[src/rtl/intr_request_ctrl.sv]
// Interrupt request controller: synchronises and edge-detects external pins, latches
// masked pending bits, and drives a fixed-priority INTR handshake with the control unit.
module intr_request_ctrl #(
    parameter int unsigned           NUM_SRC  = 4,
    parameter int unsigned           ID_W     = 2,
    parameter logic [NUM_SRC-1:0]    MASK_RST = '0
) (
    input  logic               clk,
    input  logic               rst,
    input  logic [NUM_SRC-1:0] irq_in,
    input  logic               int_ack,
    input  logic               rti_done,
    input  logic               mask_wr,
    input  logic [NUM_SRC-1:0] mask_data,
    output logic               INTR,
    output logic [ID_W-1:0]    irq_id,
    output logic               in_service,
    output logic [NUM_SRC-1:0] pending
);

    typedef enum logic [1:0] {
        IDLE    = 2'b00,
        REQ     = 2'b01,
        SERVICE = 2'b10
    } state_t;

    state_t             state_q, state_d;
    logic [NUM_SRC-1:0] sync1_q, sync2_q, prev_q;
    logic [NUM_SRC-1:0] pending_q, pending_d;
    logic [NUM_SRC-1:0] mask_q, mask_d;
    logic               intr_q, intr_d;
    logic [ID_W-1:0]    irq_id_q, irq_id_d;
    logic               in_service_q, in_service_d;

    logic [NUM_SRC-1:0] rise;
    logic [NUM_SRC-1:0] eligible;
    logic [NUM_SRC-1:0] clr_oh;
    logic [ID_W-1:0]    winner;

    assign rise     = sync2_q & ~prev_q;
    assign eligible = pending_q & ~mask_q;
    assign mask_d   = mask_wr ? mask_data : mask_q;

    // Set is OR'ed in after the clear so a fresh edge in the ack cycle is kept.
    assign pending_d = (pending_q & ~clr_oh) | rise;

    always_comb begin
        winner = '0;
        for (int unsigned i = NUM_SRC; i > 0; i--) begin
            if (eligible[i-1]) begin
                winner = ID_W'(i - 1);
            end
        end
    end

    always_comb begin
        state_d      = state_q;
        intr_d       = intr_q;
        irq_id_d     = irq_id_q;
        in_service_d = in_service_q;
        clr_oh       = '0;
        case (state_q)
            IDLE: begin
                intr_d       = 1'b0;
                in_service_d = 1'b0;
                if (|eligible) begin
                    irq_id_d = winner;
                    intr_d   = 1'b1;
                    state_d  = REQ;
                end
            end
            REQ: begin
                intr_d = 1'b1;
                if (int_ack) begin
                    for (int unsigned i = 0; i < NUM_SRC; i++) begin
                        if (irq_id_q == ID_W'(i)) begin
                            clr_oh[i] = 1'b1;
                        end
                    end
                    intr_d       = 1'b0;
                    in_service_d = 1'b1;
                    state_d      = SERVICE;
                end
            end
            SERVICE: begin
                intr_d       = 1'b0;
                in_service_d = 1'b1;
                if (rti_done) begin
                    in_service_d = 1'b0;
                    state_d      = IDLE;
                end
            end
            default: begin
                intr_d       = 1'b0;
                in_service_d = 1'b0;
                state_d      = IDLE;
            end
        endcase
    end

    always_ff @(posedge clk) begin
        if (!rst) begin
            sync1_q      <= '0;
            sync2_q      <= '0;
            prev_q       <= '0;
            pending_q    <= '0;
            mask_q       <= MASK_RST;
            state_q      <= IDLE;
            intr_q       <= 1'b0;
            irq_id_q     <= '0;
            in_service_q <= 1'b0;
        end else begin
            sync1_q      <= irq_in;
            sync2_q      <= sync1_q;
            prev_q       <= sync2_q;
            pending_q    <= pending_d;
            mask_q       <= mask_d;
            state_q      <= state_d;
            intr_q       <= intr_d;
            irq_id_q     <= irq_id_d;
            in_service_q <= in_service_d;
        end
    end

    assign INTR       = intr_q;
    assign irq_id     = irq_id_q;
    assign in_service = in_service_q;
    assign pending    = pending_q;

endmodule

[config.mk]
export PLATFORM = sky130hd
export DESIGN_NAME = intr_request_ctrl
export DESIGN_NICKNAME = d
export VERILOG_FILES = /design/src/rtl/intr_request_ctrl.sv
export SDC_FILE = /design/constraint.sdc
export NUM_CORES = 1
export LEC_CHECK = 0
export ABC_AREA = 0
export BUFFER_PORTS_ARGS = -buffer_cell sky130_fd_sc_hd__buf_2
export CAP_MARGIN = 0
export CORE_ASPECT_RATIO = 0.9
export CORE_UTILIZATION = 35
export CTS_CLUSTER_DIAMETER = 150
export DETAILED_ROUTE_END_ITERATION = 8
export MAX_ROUTING_LAYER = met4
export PLACE_DENSITY = 0.52
export REMOVE_ABC_BUFFERS = 1
export SYNTH_ARGS = -nofsm -noshare
export SYNTH_HDL_FRONTEND = slang
export SYNTH_SLANG_ARGS = --single-unit
[constraint.sdc]
create_clock -name clk -period 1.9 [get_ports clk]
set_clock_uncertainty 0.05 [all_clocks]
set_input_delay 0.475 -clock clk [delete_from_list [all_inputs] [get_ports clk]]
set_output_delay 0.475 -clock clk [all_outputs]
set_load 0.1 [all_outputs]
After elaboration in Yosys (flattened, before gate mapping). Index checks and enable logic that the tools add are counted.

Add/sub/neg operators: 0. Multipliers: 0. Divide/modulo/power cells: 0. $lt $le $gt $ge: 0. Eq/ne operators: 8. Shift operators: 0. Muxes and demuxes: 20. Bitwise operators: 7. Reduce and logical (&&, ||, !) cells: 5.

Operator list (number): $mux W2 (7); $and A4 B4 Y4 (3); $not A4 Y4 (3); $mux W1 (8); $mux W4 (2); $eq A2 B2 Y1 const B (3); $ne A2 B2 Y1 const B (3); $pmux W2 S3 (1); $eq A2 B1 Y1 const B (2); $logic_not A2 Y1 (2); $or A4 B4 Y4 (1); $pmux W1 S2 (2); $reduce_or A4 Y1 (1); $reduce_and A3 Y1 (1); $reduce_and A2 Y1 (1).

Flip-flop bits (word level): 26. Latch bits: 0. RAM bits: 0. Memory bits (read-only): 0. Input port bits: 13. Output and inout port bits: 8. Logic and storage cells: 49. Memories: 0.

Longest topological paths before layout.
Depth in word-level cells: 7. Depth in mapped cells: 6. Depth with buffers taken out: 6.

Worst setup path before layout. Ideal clock, no wire load.

Path kind: register -> register. Start point: register pending_q[0] (netlist: pending[0]). End point: register state_q[0]. Setup time: 0.091 ns. Arrival: 1.519 ns. Required time: 1.759 ns. Slack: 0.240 ns. Stages on the path, launching flop included: 5. Buffers on the path: 0. Period minus slack after synthesis: 1.660 ns. Cell sequence: dfxtp_1 -> nand2b_4 -> nand4_4 -> a31oi_1 -> a311oi_1.

Cells in the longest elaborated chain, start to end: 4.

Ends and longest elaborated chain: from (decl) (RTL line 29) `logic [NUM_SRC-1:0] pending_q, pending_d;`; from (signal assigned) (RTL line 116) `pending_q <= pending_d;`; $and A4 B4 Y4 (RTL line 41) `assign eligible = pending_q & ~mask_q;`; $reduce_or A4 Y1 (RTL line 66) `if (|eligible) begin`; $ne A2 B2 Y1 (no line); $reduce_and A3 Y1 (no line); to (signal assigned) (RTL line 118) `state_q <= state_d;`; to (decl) (RTL line 27) `state_t state_q, state_d;`.

No other way between the ends. A chain may end at the register's enable or synchronous reset.

Worst setup path in the final report.
Start point: register irq_id_q[0] (netlist: irq_id[0]). End point: output irq_id[0].

RTL lines: from (decl) (RTL line 32) `logic [ID_W-1:0] irq_id_q, irq_id_d;`; from (signal assigned) (RTL line 120) `irq_id_q <= irq_id_d;`; to (decl) (RTL line 16) `output logic [ID_W-1:0] irq_id,`.

No word-level cell between the ends.

==> flow_metrics.tcl <==
set metrics [dict create \
    status "complete, no violations" \
    post-place-ws_ps 520 \
    place_congestion 0.815 \
    synth_edf_count 0 \
    viasPerCell 4.55 \
    highest_layer "met4" \
    netlist_area_sq_um 1040 \
    synth_area_leaders "dfxtp_1 50%, and2_1 7.2%, mux2i_1 5.8%, nand2b_4 5.3%, ha_1 3.6%" \
    syn-mean-instance-area_sq_um 10.0 \
    nFillCells 291 \
    cts_resized 0 \
    cp_num_buf_inv 1 \
    dr_wl_met3_um 92 \
    dp_hpwl_um 1320 \
    crit_path_start_kind "register" \
    postLayoutCellArea_sq_um 1200 \
    drive_above_1_share 0.258 \
    reg2reg_depth 6 \
    pwr-share-clk 0.196 \
    grt_pass1_wl_um 2980 \
    switching_share 0.341 \
    core.rowCount 18 \
    yosys_warnings 0 \
    p_sw_mw 0.393 \
    critPathRequiredTime_ps 1370 \
    path_clk_slew_ps 140 \
    async_reset_ff_frac 0 \
    clock_path_buffers 2 \
    cp_slowest_cell "buf_2" \
    diodes 0 \
    grt_usage 0.132 \
    setup_tns_ps 0 \
    setup_viol 0 \
    placedInstanceArea_sq_um 1180 \
    leakage_nw 0.516 \
    intPower_mw 0.758 \
    wl_um 1800 \
    synth_top_area_share 0.499 \
    slew_violations 0 \
    cts_root_buf "clkbuf_4" \
    cpPeakStageDelay_ps 460 \
    power.density_nw_per_um2 956 \
    vias 747 \
    first_pass_iters 4 \
    yosys.area.top_type "dfxtp_1" \
    wl_met1_um 917 \
    slew_headroom 0.678 \
    min_to "sync1_q[2]" \
    r2r_start "state_q[0]" \
    clkLatencyLatePin_ps 300 \
    cp_max_fo 6 \
    worstHoldStart "irq_in[2]" \
    total_power_mw 1.15 \
    ir_drop_mv 0.329 \
    cts_hold_buf 0 \
    start_util 0.373 \
    wl_per_cell_um 11.0 \
    crit_arrival_ps 1230 \
    grt_start_max_net_pins 14 \
    htree_levels 1 \
    cts_tree "built" \
    fp.dieArea_sq_um 3200 \
    seq_area_frac_synth 0.499 \
    finalHoldViolations 0 \
    period_share 0.921 \
    period_needed_ps 1750 \
    drc_errors 0 \
    nets 142 \
    core-area_sq_um 2790 \
    pwr-share-comb 0.273 \
    numClockSinks 26 \
    hold_path_depth 2 \
    worstMarginPinSlew_ps 486 \
    port_buffers 20 \
    drt-initial-drc-count 18 \
    layout_setup_ws_ps 149 \
    grt-ovfl-total 0 \
    critical_path.top_delay_family "buffers and inverters" \
    syn2layout_area_growth_pct 15.5 \
    fp.dieW_um 59.5 \
    postRouteAntennaNets 0 \
    synthDistinctLibCells 27 \
    startpoint "irq_id[0]" \
    ios 21 \
    antenna_found_initial 0 \
    rsz0062_at_grt "false" \
    crit_path_end_kind "output port" \
    die_y_um 53.8 \
    ys.flop_type "dfxtp_1" \
    ff2ff_setup_slack_ps 590 \
    path_cells "buf_2" \
    cap_violations 0 \
    worstSetupPathType "register to output port" \
    fmax_ghz 0.571 \
    p_seq_frac 0.531 \
    hold_path_class "primary input to register" \
    postCtsSetupBuffers 0 \
    grt_pass1_vias 681 \
    ys_ff_latch 26 \
    postSynthCellCount 104 \
    reg2reg_to "in_service" \
    route.met2.wl_um 773 \
    cts_buffers 3 \
]
-- synthesized netlist by cell type (all sizes together) (2+ instances only) --
library cell / instances
nand4: 2
nor2: 9
ha: 3
mux2i: 6
dfxtp: 26
inv: 5
and2: 12
nand2: 3
nor2b: 4
a21oi: 8
o21ai: 3
nand3: 3
nand2b: 8
clkbuf: 3
a31oi: 3
-- cell families after synthesis --
logic type | share of synthesized area
flip-flops | 0.499
AND/OR/NAND/NOR | 0.272
buffers and inverters | 0.0360
AO/OA/AOI/OAI | 0.0984
adder cells (fa/ha/maj) | 0.0360
multiplexers | 0.0576
-- worst max-delay path by stage --
stage	endpoint	slack (ps)	depth (start not counted)
after CTS	irq_id[0]	140	1
final	irq_id[0]	150	1
after detailed placement	irq_id[0]	520	1
after floorplan	state_q[0]	240	4
after global routing	irq_id[0]	80	1
after global placement	irq_id[1]	540	1
-- state kept, by name (all words and copies together) (netlist names) --
register,cells
INTR,1
in_service,1
irq_id,2
mask_q,4
pending,4
prev_q,4
state_q,2
sync1_q,4
sync2_q,4
-- area by class of cell --
class	count	area (sq um)	share of cell area
Sequential cell	26	520	0.432
Multi-Input combinational cell	69	484	0.402
Timing Repair Buffer	21	108	0.0894
Tap cell	40	50.0	0.0416
Clock buffer	3	22.5	0.0187
Inverter	5	18.8	0.0156
-- routing by layer --
layer | vias up | GRT usage
met5 | - | -
met4 | 0 | 0.0388
met3 | 2 | 0.0457
met2 | 25 | 0.215
met1 | 333 | 0.156
li1 | 387 | -
-- power groups by stage --
stage / Combinational [mW] / Sequential, mW / Clock (mW)
finish: 0.315 / 0.611 / 0.225
global placement: 0.310 / 0.622 / 0
detailed placement: 0.312 / 0.624 / 0
floorplan: 0.150 / 0.717 / 0
CTS: 0.314 / 0.612 / 0.240
global route: 0.343 / 0.618 / 0.258
-- layout by cell type (no fill, tap or decap) --
| master | Yosys | final |
|---|---|---|
| nand4_4 | 1 | 1 |
| o31ai_1 | 1 | 1 |
| buf_2 | 0 | 20 |
| buf_4 | 1 | 1 |
| a31oi_1 | 3 | 3 |
| nand2b_1 | 3 | 3 |
| nand3_1 | 3 | 3 |
| nor3_1 | 1 | 1 |
| nand4_1 | 1 | 1 |
| nand4b_1 | 1 | 1 |
| nand2b_2 | 1 | 1 |
| ha_1 | 3 | 3 |
| clkbuf_4 | 0 | 3 |
| and2_1 | 12 | 12 |
| nor2_1 | 9 | 9 |
| nand2b_4 | 4 | 4 |
| dfxtp_1 | 26 | 26 |
| o31a_1 | 1 | 1 |
| nor2b_1 | 4 | 4 |
| a21oi_2 | 1 | 1 |
| inv_2 | 1 | 1 |
| inv_1 | 4 | 4 |
| o21ai_1 | 1 | 1 |
| a311oi_1 | 1 | 1 |
| o21ai_0 | 2 | 2 |
| a21oi_1 | 7 | 7 |
| nand2_1 | 3 | 3 |
| mux2i_1 | 6 | 6 |
-- metrics by stage --
stage	cells	utilization	hold slack [ps]
finish	164	0.431	317
global route	164	0.431	301
CTS	164	0.431	303
detailed placement	161	0.423	360
global placement	161	0.423	361
floorplan	100	-	356
No activity file was read; power rests on OpenSTA's default activity.
